--- config.mk ---
export PLATFORM = sky130hd
export DESIGN_NAME = load_store_unit
export DESIGN_NICKNAME = d
export VERILOG_FILES = /design/src/rtl/load_store_unit.sv
export SDC_FILE = /design/constraint.sdc
export NUM_CORES = 1
export LEC_CHECK = 0
export BUFFER_PORTS_ARGS = -buffer_cell sky130_fd_sc_hd__buf_2
export CORE_ASPECT_RATIO = 0.8
export CORE_MARGIN = 2
export CORE_UTILIZATION = 44
export DETAILED_ROUTE_END_ITERATION = 10
export GPL_TIMING_DRIVEN = 0
export PLACE_DENSITY_LB_ADDON = 0.3
export SYNTH_ARGS = -nofsm -noshare
export SYNTH_HDL_FRONTEND = slang
export SYNTH_SLANG_ARGS = --single-unit
export TNS_END_PERCENT = 10
--- constraint.sdc ---
create_clock -name CLK -period 1.6 [get_ports CLK]
set_input_delay 0.4 -clock CLK [delete_from_list [all_inputs] [get_ports CLK]]
set_output_delay 0.4 -clock CLK [all_outputs]
set_load 0.02 [all_outputs]
--- src/rtl/load_store_unit.sv ---
// load_store_unit: initiator for a word-wide data memory, sequencing byte/half/word loads and stores.
// Optional macro LSU_SIGNED_LOAD_EN sign-extends byte and half loads; zero-extended when undefined.
module load_store_unit #(
    parameter int unsigned ADDR_WIDTH = 12
) (
    input  logic        CLK,
    input  logic        RST,
    input  logic        req_valid,
    output logic        req_ready,
    input  logic        req_wr,
    input  logic [1:0]  req_size,
    input  logic [31:0] req_addr,
    input  logic [31:0] req_wdata,
    output logic        resp_valid,
    output logic [31:0] resp_rdata,
    output logic        resp_err,
    output logic        mem_rd,
    output logic        mem_wr,
    output logic [31:0] mem_addr,
    output logic [31:0] mem_din,
    input  logic [31:0] mem_dout
);

`ifdef LSU_SIGNED_LOAD_EN
    localparam logic SignExt = 1'b1;
`else
    localparam logic SignExt = 1'b0;
`endif

    typedef enum logic [2:0] {StIdle, StRd, StWait, StWr, StResp} state_e;

    state_e      state;
    logic [1:0]  size_q;
    logic [1:0]  lane_q;
    logic        wr_q;
    logic [31:0] wdata_q;
    logic        mem_wr_q;

    logic        req_err;
    logic [15:0] shifted;
    logic [31:0] load_val;
    logic [31:0] lane_mask;
    logic [31:0] merged;
    logic        unused_addr;

    // Address bits above the word index are dropped, so accesses alias.
    assign unused_addr = ^req_addr[31:ADDR_WIDTH+2];

    assign req_ready = (state == StIdle) & ~RST;
    assign mem_wr    = mem_wr_q & ~RST;

    assign req_err = (req_size == 2'd3) ||
                     (req_size == 2'd1 && req_addr[0]) ||
                     (req_size == 2'd2 && req_addr[1:0] != 2'b00);

    always_comb begin
        shifted = 16'(mem_dout >> {lane_q, 3'b000});
        case (size_q)
            2'd0:    load_val = {{24{SignExt & shifted[7]}}, shifted[7:0]};
            2'd1:    load_val = {{16{SignExt & shifted[15]}}, shifted};
            default: load_val = mem_dout;
        endcase
    end

    always_comb begin
        if (size_q == 2'd0) begin
            lane_mask = 32'h0000_00ff << {lane_q, 3'b000};
        end else begin
            lane_mask = 32'h0000_ffff << {lane_q, 3'b000};
        end
        merged = (mem_dout & ~lane_mask) | ((wdata_q << {lane_q, 3'b000}) & lane_mask);
    end

    always_ff @(posedge CLK) begin
        if (RST) begin
            state      <= StIdle;
            size_q     <= 2'd0;
            lane_q     <= 2'd0;
            wr_q       <= 1'b0;
            wdata_q    <= 32'd0;
            mem_rd     <= 1'b0;
            mem_wr_q   <= 1'b0;
            mem_addr   <= 32'd0;
            mem_din    <= 32'd0;
            resp_valid <= 1'b0;
            resp_rdata <= 32'd0;
            resp_err   <= 1'b0;
        end else begin
            mem_rd     <= 1'b0;
            mem_wr_q   <= 1'b0;
            resp_valid <= 1'b0;
            unique case (state)
                StIdle: begin
                    if (req_valid) begin
                        size_q     <= req_size;
                        lane_q     <= req_addr[1:0];
                        wr_q       <= req_wr;
                        wdata_q    <= req_wdata;
                        mem_addr   <= 32'(req_addr[ADDR_WIDTH+1:2]);
                        resp_rdata <= 32'd0;
                        resp_err   <= req_err;
                        if (req_err) begin
                            state      <= StResp;
                            resp_valid <= 1'b1;
                        end else if (req_wr && req_size == 2'd2) begin
                            state    <= StWr;
                            mem_wr_q <= 1'b1;
                            mem_din  <= req_wdata;
                        end else begin
                            state  <= StRd;
                            mem_rd <= 1'b1;
                        end
                    end
                end
                StRd: begin
                    state <= StWait;
                end
                StWait: begin
                    // Read data is valid now: either finish the load or merge for the store.
                    if (wr_q) begin
                        mem_din  <= merged;
                        mem_wr_q <= 1'b1;
                        state    <= StWr;
                    end else begin
                        resp_rdata <= load_val;
                        resp_valid <= 1'b1;
                        state      <= StResp;
                    end
                end
                StWr: begin
                    resp_valid <= 1'b1;
                    state      <= StResp;
                end
                StResp: begin
                    resp_err <= 1'b0;
                    state    <= StIdle;
                end
                default: begin
                    state <= StIdle;
                end
            endcase
        end
    end

endmodule
[Word level (Yosys, flattened, before mapping)]
Cells that the tools add are included.
Cells by class
  equality and inequality tests: 13
  shifts and indexed selects: 4
  reduce and logical (&&, ||, !) cells: 15
  multiplexer cells: 27
  bitwise logic cells: 9
Operator list (number)
  $mux 32: 7
  $pmux 32 s2: 3
  $and 32x32->32: 2
  $not 32->32: 1
  $or 32x32->32: 1
  $shl 16x5->32 const A: 1
  $shl 32x5->32: 1
  $shl 8x5->32 const A: 1
  $shr 32x5->16: 1
  $pmux 3 s4: 1
  $mux 1: 9
  $mux 3: 3
  $ne 2x2->1 const B: 4
  $eq 3x2->1 const B: 2
  $reduce_bool 2->1: 3
  $reduce_and 5->1: 1
  $eq 2x1->1 const B: 2
  $eq 2x2->1 const B: 2
  $pmux 1 s2: 2
  $reduce_and 2->1: 2
  $reduce_or 4->1: 1
  $eq 3x1->1 const B: 1
  $eq 3x3->1 const B: 1
  $logic_and 1x1->1: 3
  9 further kinds: 13
Word-level totals
  word-level logic and storage cells: 80
  bits of input ports: 102
  output and inout bits: 101
  flip-flop bits (word level): 120

[Longest topological paths before layout]
  depth after elaboration: 7
  gate-level depth with buffers: 7
  gate-level depth less buffers: 4

[Worst setup path after synthesis]
OpenSTA, ideal clock, no wires.
  path kind: register to output
  from: reg state[1]
  to: out req_ready
  buffers on the path: 3
  data arrival time: 1.507 ns
  path slack: -0.307 ns
  cell stages (with the launch flop): 5
  data required time: 1.200 ns
  cell sequence: dfxtp_1 buf_2 clkbuf_1 clkbuf_1 nor4_1
On the way
  longest elaborated chain between the ends: 2
Ends and longest elaborated chain
  start, declared: RTL line 32  | state_e state;
  start signal, assigned: RTL line 76  | state <= StIdle;
  start signal, assigned: RTL line 103  | state <= StResp;
  start signal, assigned: RTL line 106  | state <= StWr;
  $logic_not 3->1: RTL line 49  | assign req_ready = (state == StIdle) & ~RST;
  $and 1x1->1: RTL line 49
  end, declared: RTL line 9  | output logic req_ready,
No other way between the ends.

[Worst setup path after layout]
Same ends and word-level chain as after synthesis.

==> reports/metrics.yaml <==
floorplanning:
  die_area_um2: 12800
  pin_count: 203
  num_rows: 35
  chipHeight_um: 101
  dieWidth_um: 126
  core_area_um2: 11600
  start_util_pct: 45.1
final_layout:
  nets: 946
  syn2layout_area_growth_pct: 38.6
  design_area_um2: 7230
  post-route-util_pct: 62.6
  fill_cells: 1038
  multi_input_area_um2: 3100
  drive_above_1_share_pct: 37.7
  ff_latch_area_um2: 2090
yosys:
  synth-seq-cells: 104
  synth_cell_types: 47
  synth_edf_count: 0
  seq_area_frac_synth_pct: 39.9
  avgSynthCellArea_um2: 8.14
  syn_area_um2: 5220
  ys.flop_type: "dfxtp_1"
  async_reset_ff_share_pct: 0
  synthCells: 641
  ys_warn_count: 0
routing:
  wl_per_cell_um: 19.4
  dr.pass1.iters: 5
  wl_met1_um: 8350
  drt_wl_total_um: 19400
  wl_met3_um: 2100
  route.met2.wl_um: 8230
  num_vias: 5878
  drc: 0
  drtAntennaViolNets: 0
  first_iter_violations: 540
  vias_per_cell: 5.88
  topRoutingLayerUsed: "met4"
clock_tree:
  htreeDepth: 3
  insertion_delay_ns: 0.35
  cts_root_buffer: "clkbuf_16"
  cts_buffers: 9
  cts_tree: "done"
  cts_buffer_depth: 2
  clkSinkCount: 104
  cts_hold_buf: 0
  clkTransAtPathRegs_ns: 0.07
placement:
  place_congestion: 0.952
  placed_cell_area_um2: 6310
  portBuffers: 163
  dp.final_hpwl_um: 13800
grt:
  grt_pass1_wl_um: 28900
  grt-ovfl-total: 0
  grt_use_total_pct: 28.7
  antenna_found_initial: 2
  grt_pass1_vias: 5435
  grt_max_degree: 19
worst_setup_path:
  critPathCaptureType: "output port"
  start_kind: "flip-flop"
  cp_data_arrival_time_ns: 1.38
  critPathKind: "reg2out"
  path_max_fanout: 5
  critPathRequiredTime_ns: 1.20
run:
  cap_violations: 0
sta:
  skew_ns: 0.00651
  drv_slew: 0
  fin_crit_sh_pct: 111
  fin_setup_tns_ns: -4.19
  finalHoldViolations: 0
  setup_viol: 50
  tightest_slew_ns: 0.611
  finalCriticalPeriod_ns: 1.78
  rsz0062_at_grt: "true"
  hold_slack_ns: 0.277
  max_freq_mhz: 563
  fin_ws_ns: -0.175
  relSlewSlack_pct: 59.2
status:
  violations: "negative setup slack"
  status: "finished, violations left"
worst_hold_path:
  min_path_type: "in2reg"
power:
  power_density_nw_per_um2: 908
  finalPower_w: 0.00657
  p_leak_nw: 2.97
  ir_worst_vdd_mv: 0.536
final cells by class:
cell class	count	share of cell area, %
Clock inverter	6	0.692
Sequential cell	104	28.8
Timing Repair Buffer	178	13.1
Antenna cell	2	0.0692
Tap cell	148	2.56
Clock buffer	10	3.30
Buffer	82	7.70
Multi-Input combinational cell	452	42.8
Inverter	17	0.882
flip-flops by register name (all words and copies together), names as in the netlist:
register,count
mem_addr,12
mem_din,32
resp_valid,1
wr_q,1
size_q,2
mem_wr_q,1
resp_err,1
lane_q,2
wdata_q,16
resp_rdata,32
state,3
mem_rd,1
metrics by stage:
stage,setup WS (ns),std cells
global route,-0.236,997
detailed placement,-0.489,971
floorplan,-0.0152,660
global placement,-0.481,971
finish,-0.175,999
CTS,-0.188,990
power breakdown:
part | internal [W] | total [W] | switching [W]
combinational | 0.000594 | 0.00159 | 0.000995
sequential | 0.00270 | 0.00280 | 0.000101
clock | 0.00112 | 0.00218 | 0.00106
total | 0.00441 | 0.00657 | 0.00216
path summary, 6_finish.rpt:
| path | startpoint | cells after the start | end | slack [ns] |
|---|---|---|---|---|
| setup / recovery | state[1]$_SDFFE_PP0P_ | 4 | req_ready | -0.18 |
| setup reg to reg | state[2]$_SDFFE_PP0P_ | 6 | mem_din[20]$_SDFFE_PP0P_ | -0.18 |
| hold / removal | req_addr[11] | 3 | mem_addr[9]$_SDFFE_PP0P_ | 0.28 |
| hold reg to reg | mem_addr[4]$_SDFFE_PP0P_ | 2 | mem_addr[4]$_SDFFE_PP0P_ | 0.45 |
placed cells by master, fill, tap and decap left out, types with 3 or more instances in the layout:
master,Yosys,layout
a22oi_1,25,25
a221oi_2,0,10
a221oi_1,16,6
dfxtp_1,104,100
o221ai_1,9,9
conb_1,1,20
dfxtp_2,0,4
o22a_1,8,8
a211oi_1,8,6
buf_4,20,38
a21oi_1,90,90
mux2i_1,17,9
inv_1,17,17
clkbuf_1,48,19
nor2_1,23,20
nor4_4,0,7
nand2b_1,15,13
o21ai_0,23,23
mux2i_2,0,6
clkbuf_16,0,11
nor2b_1,13,11
nor3_1,13,6
buf_6,2,11
clkbuf_2,0,13
clkbuf_4,0,4
o21ai_1,10,8
nand2_1,76,76
nor2_4,0,3
a22o_1,7,7
buf_2,15,171
o21a_1,9,8
a311oi_1,17,17
nand3_1,8,8
o311ai_1,0,6
nor3_2,1,7
o2111ai_1,8,8
cells by family (layout without fill, tap and decap cells):
logic type / Yosys count / after routing / share of synthesized area [%]
multiplexers: 17 / 17 / 3.26
AO/OA/AOI/OAI: 245 / 245 / 31.5
buffers and inverters: 104 / 293 / 9.57
other: 1 / 22 / 0.0719
flip-flops: 104 / 104 / 39.9
AND/OR/NAND/NOR: 170 / 170 / 15.8
synthesized netlist by cell type, types with 16 or more instances:
cell / number / share of area (%)
a21oi_1: 90 / 8.6
a221oi_1: 16 / 2.7
a22oi_1: 25 / 3.6
a311oi_1: 17 / 2.9
buf_4: 20 / 2.9
clkbuf_1: 48 / 3.5
dfxtp_1: 104 / 40
inv_1: 17 / 1.2
mux2i_1: 17 / 3.3
nand2_1: 76 / 5.5
nor2_1: 23 / 1.7
o21ai_0: 23 / 2.2
metal layers:
metal  vias to the layer above  track usage [%]
met5                         -                0
met4                         0             11.1
met3                        48             7.03
met2                       393             42.7
met1                      2705             40.4
li1                       2732                -
worst max-delay path, cell delays in order (launching register included):
cell,delay (ns)
dfxtp_2,0.33
buf_6,0.12
clkbuf_16,0.14
nor4_4,0.26
buf_4,0.18
timing repair:
item	4_1_cts	5_1_grt
setup buffers	7	7
setup endpoints to repair	97	93
pin swaps	11	29
gates resized for setup	88	80
gates cloned	0	1
(Power assumes the default switching activity.)
